`config.mk`:
```
export PLATFORM = sky130hd
export DESIGN_NAME = mem_port_arbiter_flat
export DESIGN_NICKNAME = d
export VERILOG_FILES = /design/src/rtl/mem_port_arbiter_if.sv /design/src/rtl/mem_port_arbiter.sv /design/src/flat_wrapper.sv
export SDC_FILE = /design/constraint.sdc
export NUM_CORES = 1
export LEC_CHECK = 0
export ABC_AREA = 1
export CORE_MARGIN = 5
export CORE_UTILIZATION = 37
export CTS_CLUSTER_SIZE = 28
export DETAILED_ROUTE_END_ITERATION = 10
export PLACE_DENSITY_LB_ADDON = 0.25
export SLEW_MARGIN = 40
export SYNTH_ARGS = -nofsm -noshare
export SYNTH_HDL_FRONTEND = slang
export SYNTH_SLANG_ARGS = --single-unit
export TNS_END_PERCENT = 1
```
`constraint.sdc`:
```
create_clock -name clk -period 1.5 [get_ports clk]
set_input_delay 0.3 -clock clk [delete_from_list [all_inputs] [get_ports clk]]
set_output_delay 0.3 -clock clk [all_outputs]
set_load 0.005 [all_outputs]
```
`src/rtl/mem_port_arbiter_if.sv`:
```
// Bus bundle between the fetch/data requesters, the arbiter and the memory.
// The arbiter uses the slave view; requesters and the memory model use the master view.
interface mem_port_arbiter_if;
  logic        if_req;
  logic [31:0] if_addr;
  logic [31:0] if_rdata;
  logic        if_valid;
  logic        if_stall;

  logic        mm_req;
  logic        mm_we;
  logic [31:0] mm_addr;
  logic [31:0] mm_wdata;
  logic [31:0] mm_rdata;
  logic        mm_valid;
  logic        mm_stall;

  logic        mem_req;
  logic        mem_we;
  logic [31:0] mem_addr;
  logic [31:0] mem_wdata;
  logic [31:0] mem_rdata;
  logic        mem_ack;

  logic        err;

  modport slave (
    input  if_req, if_addr, mm_req, mm_we, mm_addr, mm_wdata, mem_rdata, mem_ack,
    output if_rdata, if_valid, if_stall, mm_rdata, mm_valid, mm_stall,
    output mem_req, mem_we, mem_addr, mem_wdata, err
  );

  modport master (
    output if_req, if_addr, mm_req, mm_we, mm_addr, mm_wdata, mem_rdata, mem_ack,
    input  if_rdata, if_valid, if_stall, mm_rdata, mm_valid, mm_stall,
    input  mem_req, mem_we, mem_addr, mem_wdata, err
  );
endinterface

```
`src/rtl/mem_port_arbiter.sv`:
```
// Shares one memory port between a fetch requester and a data requester, with
// data priority bounded by MAX_MM_BURST and a per-access ack timeout.
module mem_port_arbiter #(
  parameter int TIMEOUT      = 15,
  parameter int MAX_MM_BURST = 2
) (
  input logic              clk,
  input logic              rst,
  mem_port_arbiter_if.slave bus
);

  localparam int SW = $clog2(MAX_MM_BURST + 2);
  localparam logic [SW-1:0] STREAK_MAX = SW'(MAX_MM_BURST);
  localparam logic [3:0]    WCNT_LAST  = 4'(TIMEOUT - 1);

  typedef enum logic [1:0] {IDLE, BUSY, DONE} state_e;

  state_e          state_q,     state_d;
  logic            own_mm_q,    own_mm_d;
  logic [31:0]     addr_q,      addr_d;
  logic            we_q,        we_d;
  logic [31:0]     wdata_q,     wdata_d;
  logic [31:0]     if_rdata_q,  if_rdata_d;
  logic [31:0]     mm_rdata_q,  mm_rdata_d;
  logic [3:0]      wcnt_q,      wcnt_d;
  logic [SW-1:0]   streak_q,    streak_d;
  logic            tmo_q,       tmo_d;
  logic            mm_wins;

  always_ff @(posedge clk) begin
    if (rst) begin
      state_q    <= IDLE;
      own_mm_q   <= 1'b0;
      addr_q     <= '0;
      we_q       <= 1'b0;
      wdata_q    <= '0;
      if_rdata_q <= '0;
      mm_rdata_q <= '0;
      wcnt_q     <= '0;
      streak_q   <= '0;
      tmo_q      <= 1'b0;
    end else begin
      state_q    <= state_d;
      own_mm_q   <= own_mm_d;
      addr_q     <= addr_d;
      we_q       <= we_d;
      wdata_q    <= wdata_d;
      if_rdata_q <= if_rdata_d;
      mm_rdata_q <= mm_rdata_d;
      wcnt_q     <= wcnt_d;
      streak_q   <= streak_d;
      tmo_q      <= tmo_d;
    end
  end

  always_comb begin
    // Data keeps the port unless it has already won MAX_MM_BURST times in a row over a waiting fetch.
    mm_wins    = bus.mm_req && !(bus.if_req && (streak_q == STREAK_MAX));
    state_d    = state_q;
    own_mm_d   = own_mm_q;
    addr_d     = addr_q;
    we_d       = we_q;
    wdata_d    = wdata_q;
    if_rdata_d = if_rdata_q;
    mm_rdata_d = mm_rdata_q;
    wcnt_d     = wcnt_q;
    streak_d   = streak_q;
    tmo_d      = tmo_q;
    unique case (state_q)
      IDLE: begin
        if (mm_wins) begin
          own_mm_d = 1'b1;
          addr_d   = bus.mm_addr;
          we_d     = bus.mm_we;
          wdata_d  = bus.mm_wdata;
          if (bus.if_req) streak_d = (streak_q == STREAK_MAX) ? streak_q : streak_q + 1'b1;
          else            streak_d = '0;
          wcnt_d   = '0;
          tmo_d    = 1'b0;
          state_d  = BUSY;
        end else if (bus.if_req) begin
          own_mm_d = 1'b0;
          addr_d   = bus.if_addr;
          we_d     = 1'b0;
          wdata_d  = '0;
          streak_d = '0;
          wcnt_d   = '0;
          tmo_d    = 1'b0;
          state_d  = BUSY;
        end
      end
      BUSY: begin
        // An ack on the last allowed cycle still completes normally.
        if (bus.mem_ack) begin
          if (own_mm_q) mm_rdata_d = bus.mem_rdata;
          else          if_rdata_d = bus.mem_rdata;
          state_d = DONE;
        end else if (wcnt_q == WCNT_LAST) begin
          if (own_mm_q) mm_rdata_d = '0;
          else          if_rdata_d = '0;
          tmo_d   = 1'b1;
          state_d = DONE;
        end else begin
          wcnt_d = wcnt_q + 4'd1;
        end
      end
      DONE:    state_d = IDLE;
      default: state_d = IDLE;
    endcase
  end

  always_comb begin
    bus.mem_req   = (state_q == BUSY);
    bus.mem_we    = we_q;
    bus.mem_addr  = addr_q;
    bus.mem_wdata = wdata_q;
    bus.if_rdata  = if_rdata_q;
    bus.mm_rdata  = mm_rdata_q;
    bus.if_valid  = (state_q == DONE) && !own_mm_q;
    bus.mm_valid  = (state_q == DONE) && own_mm_q;
    bus.err       = (state_q == DONE) && tmo_q;
    bus.if_stall  = bus.if_req & ~((state_q == DONE) && !own_mm_q);
    bus.mm_stall  = bus.mm_req & ~((state_q == DONE) && own_mm_q);
  end

endmodule

```
`src/flat_wrapper.sv`:
```
// flat-port wrapper written by rule: the top's interface ports become plain ports
module mem_port_arbiter_flat 
#(
  parameter int TIMEOUT      = 15,
  parameter int MAX_MM_BURST = 2
)
  (clk, rst, bus_if_req, bus_if_addr, bus_mm_req, bus_mm_we, bus_mm_addr, bus_mm_wdata, bus_mem_rdata, bus_mem_ack, bus_if_rdata, bus_if_valid, bus_if_stall, bus_mm_rdata, bus_mm_valid, bus_mm_stall, bus_mem_req, bus_mem_we, bus_mem_addr, bus_mem_wdata, bus_err);
  mem_port_arbiter_if bus_i ();
  input logic clk;
  input logic rst;
  input wire logic [$bits(bus_i.if_req)-1:0] bus_if_req;
  input wire logic [$bits(bus_i.if_addr)-1:0] bus_if_addr;
  input wire logic [$bits(bus_i.mm_req)-1:0] bus_mm_req;
  input wire logic [$bits(bus_i.mm_we)-1:0] bus_mm_we;
  input wire logic [$bits(bus_i.mm_addr)-1:0] bus_mm_addr;
  input wire logic [$bits(bus_i.mm_wdata)-1:0] bus_mm_wdata;
  input wire logic [$bits(bus_i.mem_rdata)-1:0] bus_mem_rdata;
  input wire logic [$bits(bus_i.mem_ack)-1:0] bus_mem_ack;
  output wire logic [$bits(bus_i.if_rdata)-1:0] bus_if_rdata;
  output wire logic [$bits(bus_i.if_valid)-1:0] bus_if_valid;
  output wire logic [$bits(bus_i.if_stall)-1:0] bus_if_stall;
  output wire logic [$bits(bus_i.mm_rdata)-1:0] bus_mm_rdata;
  output wire logic [$bits(bus_i.mm_valid)-1:0] bus_mm_valid;
  output wire logic [$bits(bus_i.mm_stall)-1:0] bus_mm_stall;
  output wire logic [$bits(bus_i.mem_req)-1:0] bus_mem_req;
  output wire logic [$bits(bus_i.mem_we)-1:0] bus_mem_we;
  output wire logic [$bits(bus_i.mem_addr)-1:0] bus_mem_addr;
  output wire logic [$bits(bus_i.mem_wdata)-1:0] bus_mem_wdata;
  output wire logic [$bits(bus_i.err)-1:0] bus_err;
  assign bus_i.if_req = bus_if_req;
  assign bus_i.if_addr = bus_if_addr;
  assign bus_i.mm_req = bus_mm_req;
  assign bus_i.mm_we = bus_mm_we;
  assign bus_i.mm_addr = bus_mm_addr;
  assign bus_i.mm_wdata = bus_mm_wdata;
  assign bus_i.mem_rdata = bus_mem_rdata;
  assign bus_i.mem_ack = bus_mem_ack;
  assign bus_if_rdata = bus_i.if_rdata;
  assign bus_if_valid = bus_i.if_valid;
  assign bus_if_stall = bus_i.if_stall;
  assign bus_mm_rdata = bus_i.mm_rdata;
  assign bus_mm_valid = bus_i.mm_valid;
  assign bus_mm_stall = bus_i.mm_stall;
  assign bus_mem_req = bus_i.mem_req;
  assign bus_mem_we = bus_i.mem_we;
  assign bus_mem_addr = bus_i.mem_addr;
  assign bus_mem_wdata = bus_i.mem_wdata;
  assign bus_err = bus_i.err;
  mem_port_arbiter #(.TIMEOUT(TIMEOUT), .MAX_MM_BURST(MAX_MM_BURST)) u_core (.clk(clk), .rst(rst), .bus(bus_i));
endmodule
```
==> results of run 1 <==
==> flip-flops by register name (all words and copies together) (netlist names) <==
name / flops
u_core.bus.mm_rdata: 32
u_core.bus.mem_addr: 32
u_core.bus.mem_wdata: 32
u_core.tmo_q: 1
u_core.bus.if_rdata: 32
u_core.streak_q: 2
u_core.state_q: 2
u_core.wcnt_q: 4
u_core.own_mm_q: 1
u_core.bus.mem_we: 1
==> worst register-to-register path: stages, from the launching register on <==
cell and delay [ps]:
dfxtp_4 360, inv_4 50, buf_12 110, nor2_4 180
buf_12 180, nand3_4 120, clkbuf_16 220, nand2_1 70
a21oi_1 60
==> final cells by class <==
cell class                 count  share of cell area
clock buffer                  21             0.04955
clock inverter                10            0.009752
inverter                      46             0.01858
multi-input combinational    546              0.2740
sequential                   139              0.2944
tap                          188             0.02478
timing repair buffer         318              0.3289
==> cells in the final DEF, fill, tap and decap left out, drive strengths merged, types with 3 or more instances in the layout <==
cell / n
clkinv: 8
o21ai: 37
nand3: 7
a21oi: 137
dfxtp: 139
dlygate4sd2: 130
ha: 3
inv: 46
buf: 50
nor2: 46
nand4: 64
clkbuf: 27
nand2: 249
clkdlybuf4s50: 131
==> routing by layer <==
layer / vias up / part of all wire / global-route usage
met5: - / 0 / 0
met4: 0 / 0.015 / 0.06900
met3: 18 / 0.10 / 0.08830
met2: 248 / 0.49 / 0.3511
met1: 2865 / 0.40 / 0.2420
li1: 3160 / - / -
==> stage by stage <==
stage               total power, µW  setup TNS [ps]
floorplan                      4766               0
global placement               5821          -27250
detailed placement             5827          -30280
CTS                            9725          -353.5
global route                  10180           -1891
finish                         9740          -58.34
==> cell families (layout without fill, tap and decap cells) <==
logic type / Yosys count / after routing / share of synthesized area
buffers and inverters: 111 / 395 / 0.08146
AOI/OAI and AO/OA: 175 / 175 / 0.1536
and+or+nand+nor: 368 / 368 / 0.2740
adders and majority gates: 3 / 3 / 0.006535
DFF: 139 / 139 / 0.4844
==> power by group through the flow <==
stage	clock network (µW)	logic, µW	registers [µW]
global route	4240	1940	4000
detailed placement	0	1770	4050
CTS	4080	1670	3970
global placement	0	1770	4050
floorplan	0	702	4060
finish	4000	1770	3970
==> final timing paths <==
path	cells past startpoint	from	to	slack, ps
max	4	u_core.state_q[0]$_SDFFE_PP0P_	bus_mem_req	-50
min	2	rst	u_core.bus.mem_wdata[24]$_SDFFE_PP0P_	170
max reg2reg	8	u_core.state_q[0]$_SDFFE_PP0P_	u_core.bus.mm_rdata[5]$_SDFFE_PP0P_	30
min reg2reg	2	u_core.bus.mm_rdata[12]$_SDFFE_PP0P_	u_core.bus.mm_rdata[12]$_SDFFE_PP0P_	450
==> repair_timing <==
item / in CTS / in global routing
gates resized for setup: 164 / 29
buffers inserted: 1 / 3
cloned: 0 / 5
setup endpoints to repair: 176 / 126
hold endpoints to repair: 0 / 0
pin swaps: 3 / 7
==> flow_summary.json, run 1 <==
{
  "crit_chain": "inv_4 > buf_12 > nor2_4 > buf_6",
  "syn_inst": 796,
  "clk_pin_slew_ps": 60,
  "post-route-period-util": 1.033,
  "final_cell_count_no_fill": 1268,
  "die_w_um": 134.6,
  "async_reset_ff_frac": 0,
  "htreeDepth": 4,
  "cpLargestDelayFamily": "flip-flops",
  "swShare": 0.2625,
  "hold_viol_final": 0,
  "initial_utilization": 0.3779,
  "hold_ws_ps": 174.0,
  "die_area_um2": 18120,
  "status": "complete, but fails checks",
  "cts_sinks": 139,
  "cp_max_fo": 6,
  "row_count": 45,
  "syn_nets": 933,
  "drt_pass1_iterations": 5,
  "cp.buffers_inverters": 3,
  "via_count": 6291,
  "yosys.area.top_type": "dfxtp_1",
  "cpMaxStageDelayCell": "dfxtp_4",
  "antenna_found_initial": 0,
  "combinationalPowerShare": 0.181,
  "cts_tree": "yes",
  "clk_latency_ps": 420,
  "vdd_drop_max_mv": 1.078,
  "cp-end-kind": "output port",
  "cpPeakStageDelay_ps": 360,
  "setup_viol": 2,
  "drc": 0,
  "grt_pass1_vias": 6013,
  "nets": 1205,
  "routedWlPerCell_um": 16.09,
  "arrival_ps": 1250,
  "max_cap_violations": 0,
  "hold_class": "primary input to flip-flop",
  "post-route-min-period_ps": 1550,
  "wl_um": 20400,
  "io_pins": 269,
  "seq_power_share": 0.408,
  "grt_pass1_wl_um": 30550,
  "synth_edf_count": 0,
  "slew_headroom": 0.7308,
  "via_per_inst": 4.961,
  "synth.top_cells.by_count": "249 x nand2_1, 139 x dfxtp_1, 137 x a21oi_1",
  "seq_area_um2": 2795,
  "hpwl_um": 13680,
  "yosys.area.top_type_share": 0.4844,
  "pre_cts_ws_ps": -434.8,
  "rsz0062_at_grt": "yes",
  "violations": "setup timing",
  "p_leak_uw": 0.004363,
  "stdcell_area_um2": 9494,
  "numCtsBuffers": 17,
  "synthFlopType": "dfxtp_1",
  "synth_area_um2": 5744,
  "slew_violations": 0,
  "ys_seq_area_frac": 0.4844,
  "dp.cells": 1228,
  "ys_ff_latch": 139,
  "track_usage": 0.2093,
  "fin_ws_ps": -50.10,
  "grt_max_degree": 70,
  "start_kind": "flip-flop",
  "gp_congestion": 0.8204,
  "drive_gt1_frac": 0.1111,
  "worstPathRequired_ps": 1200,
  "gr-total-overflow": 0,
  "die_y_um": 134.6,
  "postPlaceCellArea_um2": 8832,
  "fin_worst_skew_ps": 9.189,
  "clkPwrFrac": 0.411,
  "clock.fmax_ghz": 0.6451,
  "final_util": 0.6245,
  "clockRootBuffer": "clkbuf_16",
  "syn2layout_area_growth_pct": 65.28,
  "p_int_uw": 7183,
  "final_antenna_net_count": 0,
  "critical_path_class": "flip-flop to output port",
  "power_density_nw_per_um2": 1026,
  "synth_most_common_cell": "nand2_1",
  "drt_iter0_drc": 343,
  "multiInputGateArea_um2": 2601,
  "holdBufCountCts": 0,
  "n_antenna_cell": 0,
  "tightestPinTransition_ps": 403.7,
  "fillCellCount": 1426,
  "power.switching_uw": 2557,
  "clk_path_buf_depth": 2,
  "yosys_warnings": 0,
  "netlist-cell-type-count": 21,
  "synth.avg_cell_area_um2": 7.216,
  "coreArea_um2": 15200,
  "port_buffers": 268,
  "synth_area_leaders": "dfxtp_1 48%, nand2_1 16%, a21oi_1 12%"
}
No activity file was read; power rests on OpenSTA's default activity.
==> run 2: changes to the inputs <==
--- a/config.mk
+++ b/config.mk
@@ -8,11 +8,11 @@
 export ABC_AREA = 1
 export CORE_MARGIN = 5
 export CORE_UTILIZATION = 37
-export CTS_CLUSTER_SIZE = 28
+export CTS_CLUSTER_SIZE = 16
 export DETAILED_ROUTE_END_ITERATION = 10
 export PLACE_DENSITY_LB_ADDON = 0.25
 export SLEW_MARGIN = 40
 export SYNTH_ARGS = -nofsm -noshare
 export SYNTH_HDL_FRONTEND = slang
 export SYNTH_SLANG_ARGS = --single-unit
-export TNS_END_PERCENT = 1
+export TNS_END_PERCENT = 20
==> run 2 against run 1 <==
  * The flow now finishes without violations
  * Total power grew 1.2%
  * Hold slack worse by 1.2 ps
  * Global-route usage is essentially flat
  * Cell area increased by 3.1%
  * Wire length rose by 4.2%
  * Die area unchanged
  * Clock skew about the same
  * Count of clock-buffer cells in the layout is the same
  * Non-clock buffer count increased by 10
  * Cell count is 0.79% higher
  * Sequential share of layout area decreased by 0.86 points
  * Critical endpoint unchanged
  * Largest power group unchanged
==> flow_summary.json, run 2 (synthesis results as in run 1) <==
{
  "postPlaceCellArea_um2": 8832,
  "layout_common_cells": "229 x nand2_1, 132 x dfxtp_1, 131 x clkdlybuf4s50_1, 130 x dlygate4sd2_1, 121 x a21oi_1",
  "drc": 0,
  "start_kind": "flip-flop",
  "port_buffers": 268,
  "power_density_nw_per_um2": 1008,
  "clockRootBuffer": "clkbuf_16",
  "clk_path_buf_depth": 2,
  "routedWlPerCell_um": 16.62,
  "n_antenna_cell": 0,
  "clk_latency_ps": 420,
  "final_util": 0.6437,
  "clk_pin_slew_ps": 60,
  "timing.rr.end": "u_core.bus.mm_rdata[28]$_SDFFE_PP0P_",
  "io_pins": 269,
  "fin_worst_skew_ps": 9.083,
  "tightestPinTransition_ps": 402.8,
  "p_total_uw": 9861,
  "coreArea_um2": 15200,
  "hold_end": "u_core.bus.mem_wdata[24]$_SDFFE_PP0P_",
  "fin_setup_tns_ps": 0,
  "nets": 1215,
  "clock.fmax_ghz": 0.6668,
  "max_cap_violations": 0,
  "stdcell_area_um2": 9786,
  "cp_max_fo": 4,
  "gr-total-overflow": 0,
  "cpMaxStageDelayCell": "dfxtp_4",
  "htreeDepth": 4,
  "slew_violations": 0,
  "via_per_inst": 5.002,
  "wl_um": 21250,
  "die_y_um": 134.6,
  "hold_class": "primary input to flip-flop",
  "grt_max_degree": 70,
  "critical_path_class": "flip-flop to output port",
  "cts_sinks": 139,
  "cpPeakStageDelay_ps": 360,
  "p_leak_uw": 0.004477,
  "whs_path_depth": 2,
  "drt_iter0_drc": 345,
  "track_usage": 0.2096,
  "hp-start": "rst",
  "fin_ws_ps": 0.3164,
  "cts_tree": "yes",
  "syn2layout_area_growth_pct": 70.36,
  "drive_gt1_frac": 0.1404,
  "crit_chain": "buf_4 > nor2_4 > buf_6",
  "antenna_found_initial": 0,
  "initial_utilization": 0.3779,
  "r2r_start": "u_core.state_q[1]$_SDFFE_PP0P_",
  "final_antenna_net_count": 0,
  "die_area_um2": 18120,
  "via_count": 6392,
  "layout_commonest_cell": "nand2_1",
  "rrSetupSlack_ps": 0.3,
  "row_count": 45,
  "drt_pass1_iterations": 5,
  "grt_pass1_vias": 6028,
  "pre_cts_ws_ps": -434.8,
  "setup_viol": 0,
  "cp-end-kind": "output port",
  "vdd_drop_max_mv": 1.091,
  "hold_viol_final": 0,
  "arrival_ps": 1200,
  "post-route-min-period_ps": 1500,
  "die_w_um": 134.6,
  "holdBufCountCts": 0,
  "fillCellCount": 1378,
  "status": "finished clean",
  "gp_congestion": 0.8204,
  "hpwl_um": 13680,
  "worstPathRequired_ps": 1200,
  "ff2ff_path_depth": 8,
  "post-route-period-util": 0.9998,
  "numCtsBuffers": 17,
  "rsz0062_at_grt": "yes",
  "grt_pass1_wl_um": 30590,
  "slew_headroom": 0.7314
}
run 2: changes by cell type in the layout (fill, tap and decap cells not counted), sizes merged:
cell	before	now
clkbuf	27	30
buf	50	58
clkdlybuf4s15	1	0
run 2: final cells by class:
class	instances	area, µm²	share of cell area
Clock inverter	10	92.59	0.009462
Multi-Input combinational cell	546	2693	0.2752
Inverter	46	176.4	0.01803
Sequential cell	139	2796	0.2858
Timing Repair Buffer	328	3322	0.3395
Clock buffer	21	470.5	0.04808
Tap cell	188	235.2	0.02404
run 2: worst max-delay path, delay by kind of cell (launching register included):
| kind | cells | cell delay [ps] |
|---|---|---|
| buffers and inverters | 2 | 260 |
| flip-flops | 1 | 360 |
| AND/OR/NAND/NOR | 1 | 160 |
run 2: metal layers:
layer  vias to the layer above  track usage  share of wire
met1                      2939       0.2427           0.39
li1                       3176            -              -
met5                         -            0              0
met4                         0      0.06900          0.017
met2                       254       0.3511           0.49
met3                        23      0.08867           0.10
run 2: worst max path at each step:
stage / start / end
4_1_cts: u_core.state_q[0]$_SDFFE_PP0P_ / bus_if_stall
2_1_floorplan: u_core.wcnt_q[0]$_SDFFE_PP0P_ / u_core.bus.mm_rdata[10]$_SDFFE_PP0P_
5_1_grt: u_core.state_q[1]$_SDFFE_PP0P_ / u_core.bus.if_rdata[0]$_SDFFE_PP0P_
3_3_place_gp: bus_if_req / bus_if_stall
6_report: u_core.state_q[1]$_SDFFE_PP0P_ / bus_mem_req
3_5_place_dp: bus_if_req / bus_if_stall
run 2: where the power goes:
part	total, µW	internal, µW	switching [µW]
logic	1890	977	908
clock network	4000	2400	1600
registers	3980	3880	93.7
total	9860	7260	2600
run 2: metrics by stage:
| stage | hold slack (ps) | std cells |
|---|---|---|
| floorplan | 436.1 | 796 |
| global route | 165.4 | 1278 |
| global placement | 447.4 | 1228 |
| finish | 172.8 | 1278 |
| detailed placement | 451.8 | 1228 |
| CTS | 159.6 | 1262 |
run 2: timing repair:
item                       4_1_cts  5_1_grt
setup endpoints to repair      176      128
gates resized for setup        173       52
setup buffers                    3        5
pin swaps                        6       10
cloned                           0       11
==> run 3: changes to the inputs <==
--- a/config.mk
+++ b/config.mk
@@ -11,6 +11,7 @@
 export CTS_CLUSTER_SIZE = 16
 export DETAILED_ROUTE_END_ITERATION = 10
 export PLACE_DENSITY_LB_ADDON = 0.25
+export REMOVE_ABC_BUFFERS = 1
 export SLEW_MARGIN = 40
 export SYNTH_ARGS = -nofsm -noshare
 export SYNTH_HDL_FRONTEND = slang
==> run 3 against run 2 <==
  * The run now ends with setup timing left
  * Non-clock buffer count is 6 lower
  * Worst setup slack worse by 120 ps
  * Critical path type unchanged
  * Total power up 0.23%
  * Critical path depth up 3
  * Maximum frequency shrank 7.3%
  * Global-route usage decreased by 0.28 points
  * Largest cell class unchanged
==> flow_summary.json, run 3 (synthesis results as in run 1) <==
{
  "die_y_um": 134.6,
  "drive_gt1_frac": 0.1319,
  "grt_pass1_wl_um": 30030,
  "status": "complete, but fails checks",
  "clk_path_buf_depth": 2,
  "globalRouteMet1Util": 0.2538,
  "gp_congestion": 0.8075,
  "track_usage": 0.2069,
  "grt_max_degree": 58,
  "fin_ws_ps": -117.0,
  "arrival_ps": 1320,
  "layout_common_cells": "240 x nand2_1, 134 x dfxtp_1, 131 x clkdlybuf4s50_1, 130 x dlygate4sd2_1, 118 x a21oi_1",
  "drt_pass1_iterations": 5,
  "hpwl_um": 13480,
  "coreArea_um2": 15200,
  "post-route-min-period_ps": 1617,
  "io_pins": 269,
  "syn2layout_area_growth_pct": 69.03,
  "grtUsageMet3": 0.09948,
  "via_count": 6332,
  "final_antenna_net_count": 0,
  "final_cell_count_no_fill": 1273,
  "p_total_uw": 9883,
  "worstPathRequired_ps": 1200,
  "clk_latency_ps": 420,
  "fin_setup_tns_ps": -336.5,
  "die_w_um": 134.6,
  "slew_violations": 0,
  "rsz0062_at_grt": "yes",
  "row_count": 45,
  "post-route-period-util": 1.078,
  "layout_commonest_cell": "nand2_1",
  "hold_class": "primary input to flip-flop",
  "violations": "setup timing",
  "cp_max_fo": 5,
  "nets": 1209,
  "gr-total-overflow": 0,
  "clk_pin_slew_ps": 60,
  "wl_um": 20840,
  "slew_headroom": 0.7278,
  "dp.cells": 1226,
  "tightestPinTransition_ps": 408.4,
  "clock.fmax_ghz": 0.6184,
  "crit_chain": "inv_2 > nand2_4 > buf_6 > o21ai_2 > inv_1 > buf_2",
  "cp.buffers_inverters": 4,
  "vdd_drop_max_mv": 0.8785,
  "clockRootBuffer": "clkbuf_16",
  "critical_path_class": "flip-flop to output port",
  "antenna_found_initial": 1,
  "start_kind": "flip-flop",
  "cts_sinks": 139,
  "grt_pass1_vias": 5761,
  "cp-end-kind": "output port",
  "drc": 0,
  "top_usage_layer": "met2",
  "met2_usage": 0.3282,
  "htreeDepth": 4,
  "initial_utilization": 0.3779,
  "fin_worst_skew_ps": 6.321,
  "setup_viol": 6,
  "hold_viol_final": 0,
  "numCtsBuffers": 17,
  "via_per_inst": 4.974,
  "pre_cts_ws_ps": -436.9,
  "cpMaxStageDelayCell": "dfxtp_2",
  "drt_iter0_drc": 434,
  "port_buffers": 268,
  "routedWlPerCell_um": 16.37,
  "p_leak_uw": 0.004421,
  "cpPeakStageDelay_ps": 320,
  "cpLargestDelayFamily": "buffers and inverters",
  "max_cap_violations": 0,
  "die_area_um2": 18120,
  "holdBufCountCts": 0,
  "cts_tree": "yes",
  "power_density_nw_per_um2": 1018
}
-- run 3: report_power, final --
| part | internal, µW | total [µW] | switching [µW] |
|---|---|---|---|
| clock | 2520 | 4100 | 1580 |
| combinational | 916 | 1820 | 899 |
| sequential | 3880 | 3970 | 86.4 |
-- run 3: tightest hold or removal path: stages --
cell and delay (ps):
buf_4 130, buf_4 180, a21oi_2 40
-- run 3: stage by stage --
stage | util | hold WS (ps) | area, µm²
finish | 0.6387 | 280.2 | 9709
global route | 0.6387 | 268.4 | 9709
CTS | 0.6141 | 251.6 | 9335
detailed placement | 0.5808 | 453.0 | 8830
global placement | 0.5808 | 447.6 | 8830
floorplan | - | 369.1 | 5449
-- run 3: area by class of cell --
cell class,count,area (µm²)
repair buffers,322,3231
multi-input cells,546,2696
flip-flops and latches,139,2789
fillers,1363,5493
diodes,1,2.502
clock buffers,20,456.7
well taps,188,235.2
clock inverters,11,121.4
inverters,46,177.7
-- run 3: what timing repair did --
item,in CTS,in global routing
cloned,0,8
setup endpoints to repair,149,107
resized for setup,180,40
buffers inserted,5,2
pin swaps,3,7
-- run 3: per-layer routing --
layer  part of all wire  wire, µm
met1               0.40      8282
met2               0.47      9837
met3               0.12      2458
met4              0.013       262
met5                  0         0
-- run 3: path summary, 6_finish.rpt --
check | start | slack [ps] | cells after the start | end
max reg2reg | u_core.state_q[0]$_SDFFE_PP0P_ | 30 | 7 | u_core.bus.mem_wdata[11]$_SDFFE_PP0P_
min | rst | 280 | 3 | u_core.bus.mm_rdata[19]$_SDFFE_PP0P_
max | u_core.state_q[0]$_SDFFE_PP0P_ | -120 | 6 | bus_if_stall
min reg2reg | u_core.bus.if_rdata[21]$_SDFFE_PP0P_ | 450 | 2 | u_core.bus.if_rdata[21]$_SDFFE_PP0P_
